==> src/rtl/pueo_command_pkg.sv <==
// Shared command-word layout for the TURF command encoder and the SURF-side decoder.
package pueo_command_pkg;

   localparam logic [3:0] CMD_TYPE_BIT       = 4'b0000;
   localparam logic [3:0] CMD_TYPE_PROC      = 4'b0001;
   localparam logic [3:0] CMD_TYPE_PROC_LAST = 4'b0101;
   localparam logic [3:0] CMD_TYPE_NOP       = 4'b1010;

   localparam int TYPE_MSB     = 31;
   localparam int TYPE_LSB     = 28;
   localparam int DATA_MSB     = 27;
   localparam int DATA_LSB     = 16;
   localparam int TRIG_VLD_BIT = 15;
   localparam int TRIG_MSB     = 14;

   // Type bit that distinguishes PROC_LAST from PROC; it becomes tlast.
   localparam int TYPE_LAST_BIT = 2;

   localparam int CMD_FIFO_W  = 13;
   localparam int TRIG_FIFO_W = 15;

   localparam logic [31:0] TRAINING_WORD = 32'hA55A6996;

endpackage

==> src/rtl/pueo_cmd_fifo.sv <==
// Small first-word-fall-through FIFO; a push into a full FIFO is dropped and flagged,
// unless a pop in the same cycle frees the slot.
module pueo_cmd_fifo #(
   parameter int DATA_W = 8,
   parameter int DEPTH  = 4
) (
   input  logic              clk,
   input  logic              rst,
   input  logic              push,
   input  logic [DATA_W-1:0] din,
   input  logic              pop,
   output logic [DATA_W-1:0] dout,
   output logic              empty,
   output logic              full,
   output logic              drop
);

   localparam int AW = $clog2(DEPTH);
   localparam int CW = AW + 1;
   localparam logic [CW-1:0] FULL_CNT = CW'(DEPTH);

   logic [DATA_W-1:0] mem [DEPTH];
   logic [AW-1:0]     wr_ptr;
   logic [AW-1:0]     rd_ptr;
   logic [CW-1:0]     count;
   logic              do_push;
   logic              do_pop;

   assign empty   = (count == '0);
   assign full    = (count == FULL_CNT);
   assign do_pop  = pop && !empty;
   assign do_push = push && (!full || do_pop);
   assign drop    = push && !do_push;
   assign dout    = mem[rd_ptr];

   always_ff @(posedge clk) begin
      if (do_push) mem[wr_ptr] <= din;
   end

   always_ff @(posedge clk) begin
      if (rst) begin
         wr_ptr <= '0;
         rd_ptr <= '0;
         count  <= '0;
      end else begin
         if (do_push) wr_ptr <= wr_ptr + AW'(1);
         if (do_pop)  rd_ptr <= rd_ptr + AW'(1);
         case ({do_push, do_pop})
            2'b10:   count <= count + CW'(1);
            2'b01:   count <= count - CW'(1);
            default: count <= count;
         endcase
      end
   end

endmodule

==> src/rtl/pueo_command_decoder.sv <==
// SURF-side command decoder: samples the TURF command word once per sysclk frame and
// fans it out into bit-command pulses, a command-processor byte stream and a trigger stream.
module pueo_command_decoder
   import pueo_command_pkg::*;
#(
   parameter int CAPTURE_PHASE = 6,
   parameter int CMD_DEPTH     = 4,
   parameter int TRIG_DEPTH    = 4
) (
   input  logic        sysclk_i,
   input  logic        rst_i,
   input  logic        sysclk_phase_i,
   input  logic [31:0] command_i,
   output logic [11:0] bitcommand_o,
   output logic [7:0]  cmdproc_tdata,
   output logic [3:0]  cmdproc_tuser,
   output logic        cmdproc_tlast,
   output logic        cmdproc_tvalid,
   input  logic        cmdproc_tready,
   output logic [14:0] trig_tdata,
   output logic        trig_tvalid,
   input  logic        trig_tready,
   output logic [15:0] err_count_o,
   output logic [15:0] cmd_ovf_count_o,
   output logic [15:0] trig_ovf_count_o
);

   localparam logic [2:0] CAP_PH = 3'(CAPTURE_PHASE);

   function automatic logic [15:0] sat_inc(input logic [15:0] v);
      return (v == 16'hFFFF) ? v : v + 16'd1;
   endfunction

   logic [2:0]             phase;
   logic [2:0]             phase_now;
   logic                   cap_p0;
   logic                   vld_p1;
   logic [31:0]            cmd_p1;
   logic [3:0]             type_p1;
   logic [11:0]            data_p1;
   logic                   bit_pulse;
   logic                   cmd_push;
   logic                   trig_push;
   logic                   type_err;
   logic [CMD_FIFO_W-1:0]  cmd_din;
   logic [CMD_FIFO_W-1:0]  cmd_dout;
   logic                   cmd_empty;
   logic                   cmd_full;
   logic                   cmd_drop;
   logic                   trig_empty;
   logic                   trig_full;
   logic                   trig_drop;
   logic                   unused_full;

   // The frame marker forces local phase 0 in its own cycle, so a mid-frame realign
   // cannot also fire the capture strobe for the abandoned alignment.
   assign phase_now = sysclk_phase_i ? 3'd0 : phase;

   always_ff @(posedge sysclk_i) begin
      if (rst_i) begin
         phase  <= '0;
         cap_p0 <= 1'b0;
         vld_p1 <= 1'b0;
      end else begin
         phase  <= phase_now + 3'd1;
         cap_p0 <= (phase_now == CAP_PH);
         vld_p1 <= cap_p0;
      end
   end

   // Stage p1: captured command word
   always_ff @(posedge sysclk_i) begin
      if (cap_p0) cmd_p1 <= command_i;
   end

   assign type_p1 = cmd_p1[TYPE_MSB:TYPE_LSB];
   assign data_p1 = cmd_p1[DATA_MSB:DATA_LSB];
   assign cmd_din = {type_p1[TYPE_LAST_BIT], data_p1};

   always_comb begin
      bit_pulse = 1'b0;
      cmd_push  = 1'b0;
      type_err  = 1'b0;
      trig_push = vld_p1 && cmd_p1[TRIG_VLD_BIT];
      if (vld_p1) begin
         case (type_p1)
            CMD_TYPE_BIT:                      bit_pulse = (data_p1 != '0);
            CMD_TYPE_PROC, CMD_TYPE_PROC_LAST: cmd_push  = 1'b1;
            CMD_TYPE_NOP:                      ;
            default:                           type_err  = 1'b1;
         endcase
      end
   end

   // Stage p2: decoded outputs and monitoring counters
   always_ff @(posedge sysclk_i) begin
      if (rst_i) begin
         bitcommand_o     <= '0;
         err_count_o      <= '0;
         cmd_ovf_count_o  <= '0;
         trig_ovf_count_o <= '0;
      end else begin
         bitcommand_o <= bit_pulse ? data_p1 : 12'd0;
         if (type_err)  err_count_o      <= sat_inc(err_count_o);
         if (cmd_drop)  cmd_ovf_count_o  <= sat_inc(cmd_ovf_count_o);
         if (trig_drop) trig_ovf_count_o <= sat_inc(trig_ovf_count_o);
      end
   end

   pueo_cmd_fifo #(
      .DATA_W (CMD_FIFO_W),
      .DEPTH  (CMD_DEPTH)
   ) u_cmd_fifo (
      .clk   (sysclk_i),
      .rst   (rst_i),
      .push  (cmd_push),
      .din   (cmd_din),
      .pop   (cmdproc_tready),
      .dout  (cmd_dout),
      .empty (cmd_empty),
      .full  (cmd_full),
      .drop  (cmd_drop)
   );

   pueo_cmd_fifo #(
      .DATA_W (TRIG_FIFO_W),
      .DEPTH  (TRIG_DEPTH)
   ) u_trig_fifo (
      .clk   (sysclk_i),
      .rst   (rst_i),
      .push  (trig_push),
      .din   (cmd_p1[TRIG_MSB:0]),
      .pop   (trig_tready),
      .dout  (trig_tdata),
      .empty (trig_empty),
      .full  (trig_full),
      .drop  (trig_drop)
   );

   assign cmdproc_tvalid = !cmd_empty;
   assign cmdproc_tlast  = cmd_dout[12];
   assign cmdproc_tuser  = cmd_dout[11:8];
   assign cmdproc_tdata  = cmd_dout[7:0];
   assign trig_tvalid    = !trig_empty;
   assign unused_full    = &{1'b0, cmd_full, trig_full};

endmodule

==> config.mk <==
export PLATFORM = sky130hd
export DESIGN_NAME = pueo_command_decoder
export DESIGN_NICKNAME = d
export VERILOG_FILES = /design/src/rtl/pueo_command_pkg.sv /design/src/rtl/pueo_cmd_fifo.sv /design/src/rtl/pueo_command_decoder.sv
export SDC_FILE = /design/constraint.sdc
export NUM_CORES = 1
export LEC_CHECK = 0
export ABC_AREA = 1
export CORE_MARGIN = 1
export CORE_UTILIZATION = 30
export DETAILED_ROUTE_END_ITERATION = 12
export HOLD_SLACK_MARGIN = 0.1
export PLACE_DENSITY = 0.53
export SLEW_MARGIN = 10
export SYNTH_ARGS = -nofsm -noshare
export SYNTH_HDL_FRONTEND = slang
export SYNTH_HIERARCHICAL = 1
export SYNTH_SLANG_ARGS = --single-unit
==> constraint.sdc <==
create_clock -name sysclk_i -period 5.7 [get_ports sysclk_i]
set_input_delay 0.57 -clock sysclk_i [delete_from_list [all_inputs] [get_ports sysclk_i]]
set_output_delay 0.57 -clock sysclk_i [all_outputs]
set_load 0.005 [all_outputs]
### Word-level counts from Yosys, hierarchy flattened

Memory sizes are Yosys's and may differ from the RTL's. A register that Yosys moved wholly into a read port is not among the register bits.
Index checks and enable logic that the tools add are counted.

| storage, ports and cells | value |
|---|---|
| bits in registers | 111 |
| latch bits | 0 |
| bits in writable memories | 112 |
| bits in read-only memories | 0 |
| bits of input ports | 37 |
| output and inout port bits | 90 |
| word-level logic and storage cells | 89 |
| memories | 2 |

Memories:

| name | words | width | read ports | clocked after memory_dff | wr ports | line | source |
|---|---|---|---|---|---|---|---|
| u_trig_fifo.mem | 4 | 15 | 1 | 1 | 1 | pueo_cmd_fifo.sv:22 | `logic [DATA_W-1:0] mem [DEPTH];` |
| u_cmd_fifo.mem | 4 | 13 | 1 | 1 | 1 | pueo_cmd_fifo.sv:22 |  |

| cells by class | value |
|---|---|
| add/subtract/negate cells | 12 |
| multiply operators | 0 |
| divide/modulo/power cells | 0 |
| $lt $le $gt $ge | 0 |
| equal/unequal tests | 13 |
| shift operators | 0 |
| multiplexer cells | 17 |
| bitwise operators | 4 |
| reduce and logical (&&, ||, !) cells | 27 |

Operator list:

| kind | count |
|---|---|
| adder 16 x 1 -> 16 bit, second input constant | 3 |
| == test 16 bit, second input constant | 3 |
| one-hot mux 3 bit (2 select lines) | 2 |
| nonzero test 12 bit | 1 |
| 2-to-1 mux 1 bit | 10 |
| adder 3 x 1 -> 3 bit, second input constant | 3 |
| == test 3 bit, second input constant | 3 |
| adder 2 x 1 -> 2 bit, second input constant | 4 |
| 2-to-1 mux 2 bit | 4 |
| logical AND 1 bit | 7 |
| zero test 1 bit | 6 |
| zero test 3 bit | 2 |
| AND reduction 2 bit | 3 |
| subtractor 3 x 1 -> 3 bit, second input constant | 2 |
| == test 2 x 1 -> 1 bit, second input constant | 2 |
| == test 2 bit, second input constant | 2 |
| == test 4 x 1 -> 1 bit, second input constant | 1 |
| == test 4 x 3 -> 1 bit, second input constant | 1 |
| == test 4 bit, second input constant | 1 |
| zero test 4 bit | 1 |
| inverter 1 bit | 4 |
| nonzero test 2 bit | 2 |
| OR reduction 2 bit | 2 |
| OR reduction 4 bit | 1 |
| other kinds (2) | 3 |

### Depth between registers and ports, before layout

| depth | value |
|---|---|
| depth in word-level cells | 8 |
| mapped depth | 13 |
| depth with buffers taken out | 13 |

### Cells and area by module

The synthesis kept the hierarchy.

Modules (own cells, without submodules):

| module | instances | cells an instance | area an instance (um2) | seq. area each (um2) |
|---|---|---|---|---|
| pueo_command_decoder | 1 | 571 | 4349.2 | 2262.2 |
| pueo_cmd_fifo at u_trig_fifo | 1 | 221 | 2897.8 | 1981.9 |
| pueo_cmd_fifo at u_cmd_fifo | 1 | 194 | 2428.6 | 1741.7 |

### Least setup slack after synthesis

No wires, ideal clock.

| timing path | value |
|---|---|
| path type | register to register |
| start point | reg cmd_p1[29] |
| end point | reg cmd_ovf_count_o[12] |
| library setup time | 116 ps |
| arrival | 1918 ps |
| required time | 5584 ps |
| slack | 3666 ps |
| stages on the path, launching flop included | 13 |
| buffers on the path | 0 |
| clock period less this slack | 2034 ps |
| path through | edfxtp_1 -> nor2_1 -> nand2_1 -> nor2_1 -> inv_1 -> nor2_1 -> nand2_1 -> inv_1 -> nand2_1 -> nor2_1 -> nand4_1 -> nand2_1 -> a21oi_1 |

| between the ends | value |
|---|---|
| cells in the longest elaborated chain, start to end | 8 |
| elaborated cells between the ends (all ways) | 9 |
| classes of those cells | eq/ne: 2; mux: 2; reduce/logical: 5 |

Ends and longest elaborated chain:

| item | line | source |
|---|---|---|
| start: declaration | pueo_command_decoder.sv:38 | `logic [31:0] cmd_p1;` |
| start signal: assignment | pueo_command_decoder.sv:73 | `if (cap_p0) cmd_p1 <= command_i;` |
| == test 4 x 1 -> 1 bit or == test 4 x 3 -> 1 bit (tied branches) | pueo_command_decoder.sv:86 | `case (type_p1)` |
| OR reduction 2 bit * | pueo_command_decoder.sv:86 |  |
| 2-to-1 mux 1 bit * | pueo_command_decoder.sv:86 |  |
| 2-to-1 mux 1 bit * | pueo_command_decoder.sv:85 | `if (vld_p1) begin` |
| via cmd_push | pueo_command_decoder.sv:42 | `logic cmd_push;` |
| logical AND 1 bit | pueo_cmd_fifo.sv:32 | `assign do_push = push && (!full \|\| do_pop);` |
| zero test 1 bit | pueo_cmd_fifo.sv:33 | `assign drop = push && !do_push;` |
| logical AND 1 bit * | pueo_cmd_fifo.sv:33 |  |
| via cmd_drop | pueo_command_decoder.sv:49 | `logic cmd_drop;` |
| AND reduction 2 bit (no line) * | -- |  |
| end signal: assignment | pueo_command_decoder.sv:105 | `if (cmd_drop) cmd_ovf_count_o <= sat_inc(cmd_ovf_count_o);` |
| end: declaration | pueo_command_decoder.sv:24 | `output logic [15:0] cmd_ovf_count_o,` |

Mark *: on every way through the listed nets, which the timed path passes. The rest lies on a longest branch.
A chain may end at the register's enable or synchronous reset.

==> impl_metrics.env <==
export IMPL_p_switching_w=0.000987
export IMPL_grt_pass1_wl_um=35300
export IMPL_routedWlPerCell_um=14.4
export IMPL_worstPathArrival_ns=2.97
export IMPL_dieArea_um2=33000
export IMPL_tns_ns=0
export IMPL_fmax_mhz=283
export IMPL_antenna_found_initial=1
export IMPL_p_seq_frac=0.453
export IMPL_fin_crit_sh=0.620
export IMPL_worst_setup_path_end_kind="primary output"
export IMPL_die_width_um=182
export IMPL_h_tree_depth=1
export IMPL_drc=0
export IMPL_pwr_share_comb=0.124
export IMPL_rows=65
export IMPL_crit_path_start_kind="register"
export IMPL_grt_ovfl_total=0
export IMPL_cts_made_buffers=28
export IMPL_p_leak_nw=4.40
export IMPL_synth_nets=1038
export IMPL_syn_area_um2=9670
export IMPL_swShare=0.248
export IMPL_cts_repair_resized=0
export IMPL_setup_violations=0
export IMPL_cts_setup_buffers=0
export IMPL_hold_buffers=0
export IMPL_worstMarginPinSlew_ns=1.18
export IMPL_path_clk_slew_ns=0.06
export IMPL_power_frac_clock=0.422
export IMPL_vias_per_cell=4.49
export IMPL_vdd_ir_drop_worst_mv=0.298
export IMPL_drive_gt1_frac=0.0967
export IMPL_postLayoutCellArea_um2=12200
export IMPL_power_density_nw_per_um2=325
export IMPL_grt_max_degree=37
export IMPL_io_pins=127
export IMPL_clk_latency_ns=0.55
export IMPL_start_util=0.306
export IMPL_first_pass_iters=4
export IMPL_ant_nets=0
export IMPL_slew_headroom=0.207
export IMPL_setup_worst_path_class="register to primary output"
export IMPL_cts_root_buf="clkbuf_16"
export IMPL_final_hold_violation_count=0
export IMPL_grt_use_total=0.134
export IMPL_syn_mean_instance_area_um2=9.82
export IMPL_diodes=0
export IMPL_nets=1179
export IMPL_grt_pass1_vias=6513
export IMPL_yosysWarningCount=6
export IMPL_internal_power_w=0.00299
export IMPL_routed_wl_um=22300
export IMPL_coreArea_um2=31600
export IMPL_status="finished, final reports clean"
export IMPL_clockBufferDepth=3
export IMPL_drt_initial_drc_count=322
export IMPL_vias=6954
export IMPL_cts_tree="done"
export IMPL_path_max_fanout=27
export IMPL_place_gp_congestion=0.791
export IMPL_drv_cap=0
export IMPL_period_minus_slack_ns=3.54
export IMPL_hold_path_class="register to register"
export IMPL_synthCells=985
export IMPL_finalMaxSlewViolations=0
export IMPL_dp_hpwl_um=14600
export IMPL_placed_area_um2=11400
export IMPL_skew_ns=0.0187
export IMPL_cp_required_ns=5.13
export IMPL_port_buffers=126
export IMPL_syn_to_final_growth_pct=26.6
export IMPL_die_h_um=182
export IMPL_cts_sinks=227
export IMPL_grt_setup_unrepaired="no"
-- placed cells by master, fill, tap and decap left out, drive strengths merged --
cell type,instances
a21oi,39
and2,1
and3,2
buf,10
bufinv,1
clkbuf,39
clkdlybuf4s50,126
clkinv,12
clkinvlp,2
dfxtp,83
edfxtp,144
fa,2
ha,14
inv,102
nand2,182
nand3,42
nand3b,1
nand4,21
nor2,213
nor3,5
o21ai,69
o22ai,28
o31ai,1
or2,1
xnor2,2
xor2,6
-- metrics by stage --
stage / std cells / total power (W) / utilization / hold slack (ns) / worst slack (ns)
6_report: 1550 / 0.00398 / 0.387 / 0.472 / 2.16
5_1_grt: 1550 / 0.00415 / 0.387 / 0.500 / 1.96
4_1_cts: 1550 / 0.00403 / 0.387 / 0.475 / 2.18
3_5_place_dp: 1498 / 0.00234 / 0.359 / 0.457 / 2.77
3_3_place_gp: 1498 / 0.00233 / 0.359 / 0.457 / 2.85
2_1_floorplan: 985 / 0.00213 / - / 0.436 / 3.67
-- flip-flops by register name, indices dropped and copies added (netlist names), named ones only --
name and flops:
bitcommand_o 12, cap_p0 1, cmd_ovf_count_o 16, cmd_p1 32
err_count_o 16, phase 3, trig_ovf_count_o 16, u_cmd_fifo/count 3
u_cmd_fifo/mem 52, u_cmd_fifo/rd_ptr 2, u_cmd_fifo/wr_ptr 2, u_trig_fifo/count 3
u_trig_fifo/mem 60, u_trig_fifo/rd_ptr 2, u_trig_fifo/wr_ptr 2, vld_p1 1
-- metal layers --
layer	track usage	part of all wire	vias up
met2	0.206	0.43	145
met4	0.0353	0.021	2
met1	0.190	0.49	3212
met5	0	0.00058	-
met3	0.0315	0.060	30
li1	-	-	3565
-- critical path: stages (launching register included) --
cell,delay [ns]
dfxtp_1,0.88
inv_1,0.60
o21ai_0,0.34
o22ai_1,0.14
clkdlybuf4s50_1,0.47
-- final cells by class --
type	count	area, um2
well taps	402	503
flip-flops and latches	227	5990
clock buffers	39	772
repair buffers	136	1340
fillers	3107	19400
clock inverters	13	119
inverters	104	390
multi-input cells	629	3130
-- path summary, 6_finish.rpt --
check | start | endpoint | slack (ns) | depth (start not counted)
max | register | cmdproc_tlast | 2.16 | 4
min | phase[2] | cap_p0 | 0.47 | 2
max reg2reg | cmd_p1[29] | cmd_ovf_count_o[8] | 3.02 | 12
min reg2reg | phase[2] | cap_p0 | 0.47 | 2
-- power groups by stage --
stage / Combinational [W] / Clock, W / Sequential [W]
3_5_place_dp: 0.000502 / 0 / 0.00184
2_1_floorplan: 0.000318 / 0 / 0.00181
6_report: 0.000495 / 0.00168 / 0.00180
4_1_cts: 0.000504 / 0.00173 / 0.00180
3_3_place_gp: 0.000497 / 0 / 0.00183
5_1_grt: 0.000550 / 0.00180 / 0.00181
Power figures use the tool's default switching activity.
